**src/rtl/fp_addsub_pkg.sv**
```systemverilog
// Shared constants, state encoding and significand helpers for the
// single-precision add/sub scheduler.
package fp_addsub_pkg;

    localparam int FP_WIDTH  = 32;
    localparam int FP_MANT_W = 23;
    localparam int FP_EXP_W  = 8;

    localparam int SIGN_POS = 31;
    localparam int EXP_MSB  = 30;
    localparam int EXP_LSB  = 23;
    localparam int MANT_MSB = 22;
    localparam int MANT_LSB = 0;

    localparam logic [31:0] QNAN      = 32'h7FC0_0000;
    localparam logic [7:0]  EXP_MAX   = 8'd255;
    localparam logic [4:0]  ALIGN_MAX = 5'd26;

    typedef enum logic [2:0] {
        S_IDLE,
        S_COMPARE,
        S_ALIGN,
        S_ADD,
        S_NORM,
        S_ROUND,
        S_DONE
    } state_t;

    // [27] carry, [26] hidden bit, [25:3] fraction, [2:0] guard/round/sticky
    typedef logic [27:0] wsig_t;

    function automatic wsig_t sig_of(input logic [31:0] x);
        return (x[EXP_MSB:EXP_LSB] == 8'd0) ? '0 : {2'b01, x[MANT_MSB:MANT_LSB], 3'b000};
    endfunction

    function automatic wsig_t shr_sticky(input wsig_t s);
        return {1'b0, s[27:2], s[1] | s[0]};
    endfunction

endpackage

```
**src/rtl/fp_rr_arbiter2.sv**
```systemverilog
// Two-way round-robin arbiter; last_grant resets to 1 so requester 0 wins
// the first contested grant.
module fp_rr_arbiter2 (
    input  logic       clk_in,
    input  logic       rst_n_in,
    input  logic [1:0] valid,
    input  logic       advance,
    output logic [1:0] grant
);

    logic last_grant;

    always_comb begin
        grant = valid;
        if (valid == 2'b11) begin
            grant = last_grant ? 2'b01 : 2'b10;
        end
    end

    always_ff @(posedge clk_in or negedge rst_n_in) begin
        if (!rst_n_in) begin
            last_grant <= 1'b1;
        end else if (advance && (grant != 2'b00)) begin
            last_grant <= grant[1];
        end
    end

endmodule

```
**src/rtl/fp_addsub_scheduler.sv**
```systemverilog
// Shares one iterative IEEE-754 single add/sub datapath between two
// requesters with valid/ready handshakes on both sides.
//
//   state   | meaning
//   IDLE    | arbitrate, latch operands of the granted requester
//   COMPARE | order by magnitude, build significands, catch inf/NaN
//   ALIGN   | shift small significand right one bit per cycle
//   ADD     | add or subtract significands
//   NORM    | shift result one bit per cycle until leading bit is set
//   ROUND   | round to nearest even, pack result word
//   DONE    | hold result until consumer accepts it
module fp_addsub_scheduler
    import fp_addsub_pkg::*;
#(
    parameter int DATA_WIDTH = FP_WIDTH,
    parameter int MENT_WIDTH = FP_MANT_W,
    parameter int EXPO_WIDTH = FP_EXP_W
) (
    input  logic                  clk_in,
    input  logic                  rst_n_in,
    input  logic                  req0_valid_in,
    output logic                  req0_ready_out,
    input  logic [DATA_WIDTH-1:0] req0_a_in,
    input  logic [DATA_WIDTH-1:0] req0_b_in,
    input  logic                  req0_opcode_in,
    input  logic                  req1_valid_in,
    output logic                  req1_ready_out,
    input  logic [DATA_WIDTH-1:0] req1_a_in,
    input  logic [DATA_WIDTH-1:0] req1_b_in,
    input  logic                  req1_opcode_in,
    output logic                  result_valid_out,
    input  logic                  result_ready_in,
    output logic [DATA_WIDTH-1:0] result_out,
    output logic                  result_id_out,
    output logic                  busy_out
);

    state_t state, state_nx;

    logic [1:0]            gnt;
    logic                  accept;
    logic [DATA_WIDTH-1:0] op_a, op_b, b_pick;
    logic                  opc_pick;
    logic                  op_id;

    wsig_t      sig_big, sig_small;
    logic [4:0] diff;
    logic [9:0] exp_w;
    logic       sign_w, eff_sub;
    logic [DATA_WIDTH-1:0] result_q;

    fp_rr_arbiter2 u_arb (
        .clk_in   (clk_in),
        .rst_n_in (rst_n_in),
        .valid    ({req1_valid_in, req0_valid_in}),
        .advance  (accept),
        .grant    (gnt)
    );

    assign b_pick   = gnt[1] ? req1_b_in : req0_b_in;
    assign opc_pick = gnt[1] ? req1_opcode_in : req0_opcode_in;

    logic [EXPO_WIDTH-1:0] exp_a, exp_b;
    logic [MENT_WIDTH-1:0] mant_a, mant_b;
    logic                  a_nan, b_nan, a_inf, b_inf, special;
    logic [DATA_WIDTH-1:0] special_val, op_big, op_small;
    logic                  a_is_big;
    logic [7:0]            exp_gap;
    logic [4:0]            diff_cmp;

    assign exp_a   = op_a[DATA_WIDTH-2 -: EXPO_WIDTH];
    assign exp_b   = op_b[DATA_WIDTH-2 -: EXPO_WIDTH];
    assign mant_a  = op_a[MENT_WIDTH-1:0];
    assign mant_b  = op_b[MENT_WIDTH-1:0];
    assign a_nan   = (exp_a == EXP_MAX) && (mant_a != '0);
    assign b_nan   = (exp_b == EXP_MAX) && (mant_b != '0);
    assign a_inf   = (exp_a == EXP_MAX) && (mant_a == '0);
    assign b_inf   = (exp_b == EXP_MAX) && (mant_b == '0);
    assign special = (exp_a == EXP_MAX) || (exp_b == EXP_MAX);

    always_comb begin
        if (a_nan || b_nan || (a_inf && b_inf && (op_a[SIGN_POS] != op_b[SIGN_POS]))) begin
            special_val = QNAN;
        end else if (a_inf) begin
            special_val = {op_a[SIGN_POS], EXP_MAX, {MENT_WIDTH{1'b0}}};
        end else begin
            special_val = {op_b[SIGN_POS], EXP_MAX, {MENT_WIDTH{1'b0}}};
        end
    end

    // Magnitude order on {exp,mant}; op_b already carries the effective sign.
    assign a_is_big = op_a[EXP_MSB:0] >= op_b[EXP_MSB:0];
    assign op_big   = a_is_big ? op_a : op_b;
    assign op_small = a_is_big ? op_b : op_a;
    assign exp_gap  = op_big[EXP_MSB:EXP_LSB] - op_small[EXP_MSB:EXP_LSB];
    assign diff_cmp = (exp_gap > 8'd26) ? ALIGN_MAX : exp_gap[4:0];

    wsig_t add_res;
    logic  need_norm;

    assign add_res   = eff_sub ? (sig_big - sig_small) : (sig_big + sig_small);
    assign need_norm = add_res[27] | (~add_res[26] & (exp_w > 10'd1));

    wsig_t      norm_sig;
    logic [9:0] norm_exp;
    logic       norm_more;

    always_comb begin
        norm_sig = sig_big;
        norm_exp = exp_w;
        if (sig_big[27]) begin
            norm_sig = shr_sticky(sig_big);
            norm_exp = exp_w + 10'd1;
        end else if (!sig_big[26] && (exp_w > 10'd1)) begin
            norm_sig = {sig_big[26:0], 1'b0};
            norm_exp = exp_w - 10'd1;
        end
        norm_more = norm_sig[27] | (~norm_sig[26] & (norm_exp > 10'd1));
    end

    logic                  round_up;
    logic [24:0]           mant_r;
    logic [22:0]           frac_r;
    logic [9:0]            exp_r;
    logic [DATA_WIDTH-1:0] round_word;

    always_comb begin
        round_up = sig_big[2] & (sig_big[1] | sig_big[0] | sig_big[3]);
        mant_r   = {1'b0, sig_big[26:3]} + {24'd0, round_up};
        if (mant_r[24]) begin
            frac_r = mant_r[23:1];
            exp_r  = exp_w + 10'd1;
        end else begin
            frac_r = mant_r[22:0];
            exp_r  = exp_w;
        end
        // A clear leading bit here means the value sank below the normal range.
        if (!sig_big[26]) begin
            round_word = {sign_w, 31'd0};
        end else if (exp_r >= {2'b00, EXP_MAX}) begin
            round_word = {sign_w, EXP_MAX, 23'd0};
        end else begin
            round_word = {sign_w, exp_r[7:0], frac_r};
        end
    end

    always_ff @(posedge clk_in or negedge rst_n_in) begin
        if (!rst_n_in) begin
            state <= S_IDLE;
        end else begin
            state <= state_nx;
        end
    end

    always_comb begin
        state_nx       = state;
        req0_ready_out = 1'b0;
        req1_ready_out = 1'b0;
        accept         = 1'b0;
        case (state)
            S_IDLE: begin
                req0_ready_out = gnt[0];
                req1_ready_out = gnt[1];
                accept         = gnt[0] | gnt[1];
                if (accept) state_nx = S_COMPARE;
            end
            S_COMPARE: begin
                if (special)               state_nx = S_DONE;
                else if (exp_gap == 8'd0)  state_nx = S_ADD;
                else                       state_nx = S_ALIGN;
            end
            S_ALIGN: begin
                if (diff == 5'd1) state_nx = S_ADD;
            end
            S_ADD: begin
                if (add_res == '0)  state_nx = S_DONE;
                else if (need_norm) state_nx = S_NORM;
                else                state_nx = S_ROUND;
            end
            S_NORM: begin
                if (!norm_more) state_nx = S_ROUND;
            end
            S_ROUND: state_nx = S_DONE;
            S_DONE: begin
                if (result_ready_in) state_nx = S_IDLE;
            end
            default: state_nx = S_IDLE;
        endcase
    end

    always_ff @(posedge clk_in or negedge rst_n_in) begin
        if (!rst_n_in) begin
            op_a      <= '0;
            op_b      <= '0;
            op_id     <= 1'b0;
            sig_big   <= '0;
            sig_small <= '0;
            diff      <= '0;
            exp_w     <= '0;
            sign_w    <= 1'b0;
            eff_sub   <= 1'b0;
            result_q  <= '0;
        end else begin
            case (state)
                S_IDLE: begin
                    if (accept) begin
                        op_a  <= gnt[1] ? req1_a_in : req0_a_in;
                        op_b  <= {b_pick[SIGN_POS] ^ opc_pick, b_pick[SIGN_POS-1:0]};
                        op_id <= gnt[1];
                    end
                end
                S_COMPARE: begin
                    if (special) begin
                        result_q <= special_val;
                    end else begin
                        sig_big   <= sig_of(op_big);
                        sig_small <= sig_of(op_small);
                        diff      <= diff_cmp;
                        exp_w     <= {2'b00, op_big[EXP_MSB:EXP_LSB]};
                        sign_w    <= op_big[SIGN_POS];
                        eff_sub   <= op_big[SIGN_POS] ^ op_small[SIGN_POS];
                    end
                end
                S_ALIGN: begin
                    sig_small <= shr_sticky(sig_small);
                    diff      <= diff - 5'd1;
                end
                S_ADD: begin
                    sig_big <= add_res;
                    if (add_res == '0) result_q <= '0;
                end
                S_NORM: begin
                    sig_big <= norm_sig;
                    exp_w   <= norm_exp;
                end
                S_ROUND: result_q <= round_word;
                default: ;
            endcase
        end
    end

    assign result_valid_out = (state == S_DONE);
    assign result_out       = result_q;
    assign result_id_out    = op_id;
    assign busy_out         = (state != S_IDLE);

endmodule

```
**config.mk**
```make
export PLATFORM = sky130hd
export DESIGN_NAME = fp_addsub_scheduler
export DESIGN_NICKNAME = d
export VERILOG_FILES = /design/src/rtl/fp_addsub_pkg.sv /design/src/rtl/fp_rr_arbiter2.sv /design/src/rtl/fp_addsub_scheduler.sv
export SDC_FILE = /design/constraint.sdc
export NUM_CORES = 1
export LEC_CHECK = 0
export CAP_MARGIN = 0
export CORE_MARGIN = 2
export CORE_UTILIZATION = 47
export DETAILED_ROUTE_END_ITERATION = 10
export PLACE_DENSITY = 0.69
export SYNTH_ARGS = -nofsm -noshare
export SYNTH_HDL_FRONTEND = slang
export SYNTH_SLANG_ARGS = --single-unit
```
**constraint.sdc**
```tcl
create_clock -name clk_in -period 5 [get_ports clk_in]
set_input_delay 0.5 -clock clk_in [delete_from_list [all_inputs] [get_ports clk_in]]
set_output_delay 0.5 -clock clk_in [all_outputs]
set_load 0.05 [all_outputs]
```
==> impl_metrics.csv <==
group,metric,value,unit
floorplan,start_util,47.42,%
route,num_vias,12590,
floorplan,placementRows,62,
setup_path,path_max_fanout,8,
global_routing,grt_start_max_net_pins,104,
timing,min_period,4.842,ns
global_routing,antenna_found_initial,0,
cells_and_area,post-route-util,57.84,%
placed_design,hpwlAfterDp,30740,microns
global_routing,grtUsageTotal,26.18,%
yosys,synth.most_common_cell,"dfrtp_1",
yosys,synth_largest_area_cell,"dfrtp_1",
route,drc,0,
timing,timing.final.crit_share,96.83,%
route,antenna_left,0,
route,routed_wl,39640,microns
setup_path,required,5.33,ns
floorplan,die_h,173.5,microns
yosys,yosysUniqueCellTypes,88,
timing,hold_viol,0,
cts,insertion_delay,0.44,ns
floorplan,ios,172,
route,viasPerCell,5.871,
global_routing,grt-ovfl-total,0,
cts,clkTransAtPathRegs,0.08,ns
floorplan,dieArea,30100,sq um
timing,max_freq,206.5,MHz
yosys,async_reset_ff_share,100.0,%
flow_run,drv_cap,0,
setup_path,cp-end-kind,"flop",
cts,ctsHoldBuffers,0,
yosys,syn_nets,1809,
worst_hold_path,hold_path_class,"input port to asynchronous set/reset pin",
yosys,synth_edf_count,0,
placed_design,port_buffers,171,
yosys,synth-main-ff-cell,"dfrtp_1",
cells_and_area,num-fill-cells,2600,
global_routing,grt_pass1_wl,63500,microns
timing,finalSetupViolations,0,
cells_and_area,final_layout_size_suffix_gt1_share,8.631,%
cts,cts_buffers,17,
yosys,netlist.area_leader.share,31.88,%
route,drtIter0Drc,1127,
route,post_drt_wl_per_cell,18.48,microns
cts,clockRootBuffer,"clkbuf_16",
yosys,synth_area_per_cell,8.402,sq um
yosys,yosysSeqAreaShare,32.07,%
yosys,synthTopCellsByArea,"dfrtp_1 32%, mux2i_1 10%, ha_1 6.1%, o21ai_0 4.7%, nand2_1 4.7%",
floorplan,core,28470,sq um
route,dr.pass1.iters,7,
cts,cts_max_path_buffers,2,
setup_path,cp.arrival,5.17,ns
cells_and_area,fin_nets,1950,
cells_and_area,diodes,0,
global_routing,grt_pass1_vias,11860,
setup_path,critPathKind,"flop to flop",
timing,fin_worst_skew,0.02003,ns
timing,worst_slack,0.1583,ns
placed_design,pre_cts_ws,0.1937,ns
cts,cts_tree,"built",
yosys,ys_seq_elements,173,
yosys,syn-instance-count,1607,
yosys,syn_area,13500,sq um
placed_design,place_congestion,0.9370,
setup_path,cp-start-kind,"flop",
timing,worst_pin_slew,1.226,ns
yosys,synth_common_cells,"172 x dfrtp_1, 170 x nand2_1, 151 x nor2_1",
yosys,synth_warnings,0,
timing,slew_viol_final,0,
status,outcome,"finished clean",
floorplan,die_w,173.5,microns
cts,h-tree-depth,4,
timing,relSlewSlack,17.93,%
cells_and_area,syn2layout_area_growth,21.97,%
cts,cts.sinks,173,
-- layout make-up --
class                   instances  area [sq um]  area share, %
well taps                     384         480.5          2.917
flip-flops and latches        173          4330          26.30
clock inverters                15         190.2          1.155
multi-input cells            1277          8685          52.74
inverters                      58         217.7          1.322
clock buffers                  17         425.4          2.583
repair buffers                221          2140          12.99
-- stage by stage --
| stage | TNS (ns) | cells | hold slack, ns | cell area [sq um] |
|---|---|---|---|---|
| floorplan | 0 | 1607 | 0.2044 | 13500 |
| global placement | 0 | 2108 | 0.4639 | 15670 |
| detailed placement | 0 | 2108 | 0.4699 | 15670 |
| CTS | 0 | 2140 | 0.1339 | 16280 |
| global route | -0.01092 | 2145 | 0.1595 | 16470 |
| finish | 0 | 2145 | 0.1018 | 16470 |
-- worst paths after layout --
path,start,to,slack [ns],cells past startpoint
max reg2reg,sig_small[2],result_out[14],0.16,21
max,sig_small[2],result_out[14],0.16,21
min,rst_n_in,result_out[3],0.10,1
max in group asynchronous,rst_n_in,op_b[15],3.72,2
min in group clk_in,sig_small[26],sig_small[26],0.48,2
min reg2reg,sig_small[26],sig_small[26],0.48,2
-- worst max-delay path, stage by stage, from the launching register on --
cell and delay, ns:
dfrtp_1 0.38, or4_4 0.54, nor3_2 0.16, buf_4 0.15, nor3b_4 0.18, buf_6 0.13, and2_4 0.14, a21oi_2 0.06
xnor2_1 0.21, ha_2 0.35, nand2_2 0.08, o21ai_1 0.07, a21o_1 0.17, a21oi_2 0.11, nor2_1 0.06, or4_4 0.52
a2111oi_4 0.36, nand4_1 0.22, nor3_2 0.27, o21ai_4 0.14, clkbuf_16 0.21, a22o_1 0.22
-- logic make-up (layout without fill, tap and decap cells) --
group | Yosys count | in the layout | share of synthesized area, %
AND/OR/NAND/NOR | 526 | 526 | 18.52
buffers and inverters | 157 | 311 | 4.680
flip-flops | 173 | 173 | 32.07
XOR/XNOR | 83 | 83 | 5.384
multiplexers | 155 | 155 | 11.65
AO/OA/AOI/OAI | 446 | 446 | 21.43
adder cells (fa/ha/maj) | 67 | 67 | 6.264
-- cell usage in the layout (no fill, tap or decap), types with 46 or more instances in the layout --
master / Yosys / final
a21oi_1: 114 / 108
buf_4: 2 / 46
clkdlybuf4s50_1: 0 / 170
dfrtp_1: 172 / 172
ha_1: 66 / 63
inv_1: 58 / 58
mux2i_1: 138 / 138
nand2_1: 170 / 169
nor2_1: 151 / 151
o21ai_0: 128 / 124
xnor2_1: 60 / 59
-- per-layer routing --
| metal | vias up | routed length [microns] | track usage (%) |
|---|---|---|---|
| li1 | 6171 | - | - |
| met1 | 5909 | 19010 | 37.68 |
| met2 | 446 | 17350 | 40.68 |
| met3 | 68 | 2125 | 3.662 |
| met4 | 0 | 1151 | 8.510 |
| met5 | - | 0 | 0 |
-- state kept, by name, summed over array words and instances, names as in the netlist --
name / flops
sig_small: 27
eff_sub: 1
result_out: 32
result_id_out: 1
sig_big: 28
op_b: 32
u_arb.last_grant: 1
exp_w: 10
state: 3
op_a: 32
sign_w: 1
diff: 5
-- repair_timing --
action,CTS,global route
setup buffers,0,3
setup endpoints to repair,0,29
resized for setup,0,27
Power is not shown: default switching activity piles up to over one toggle a cycle in this logic, so the estimate is an artifact.
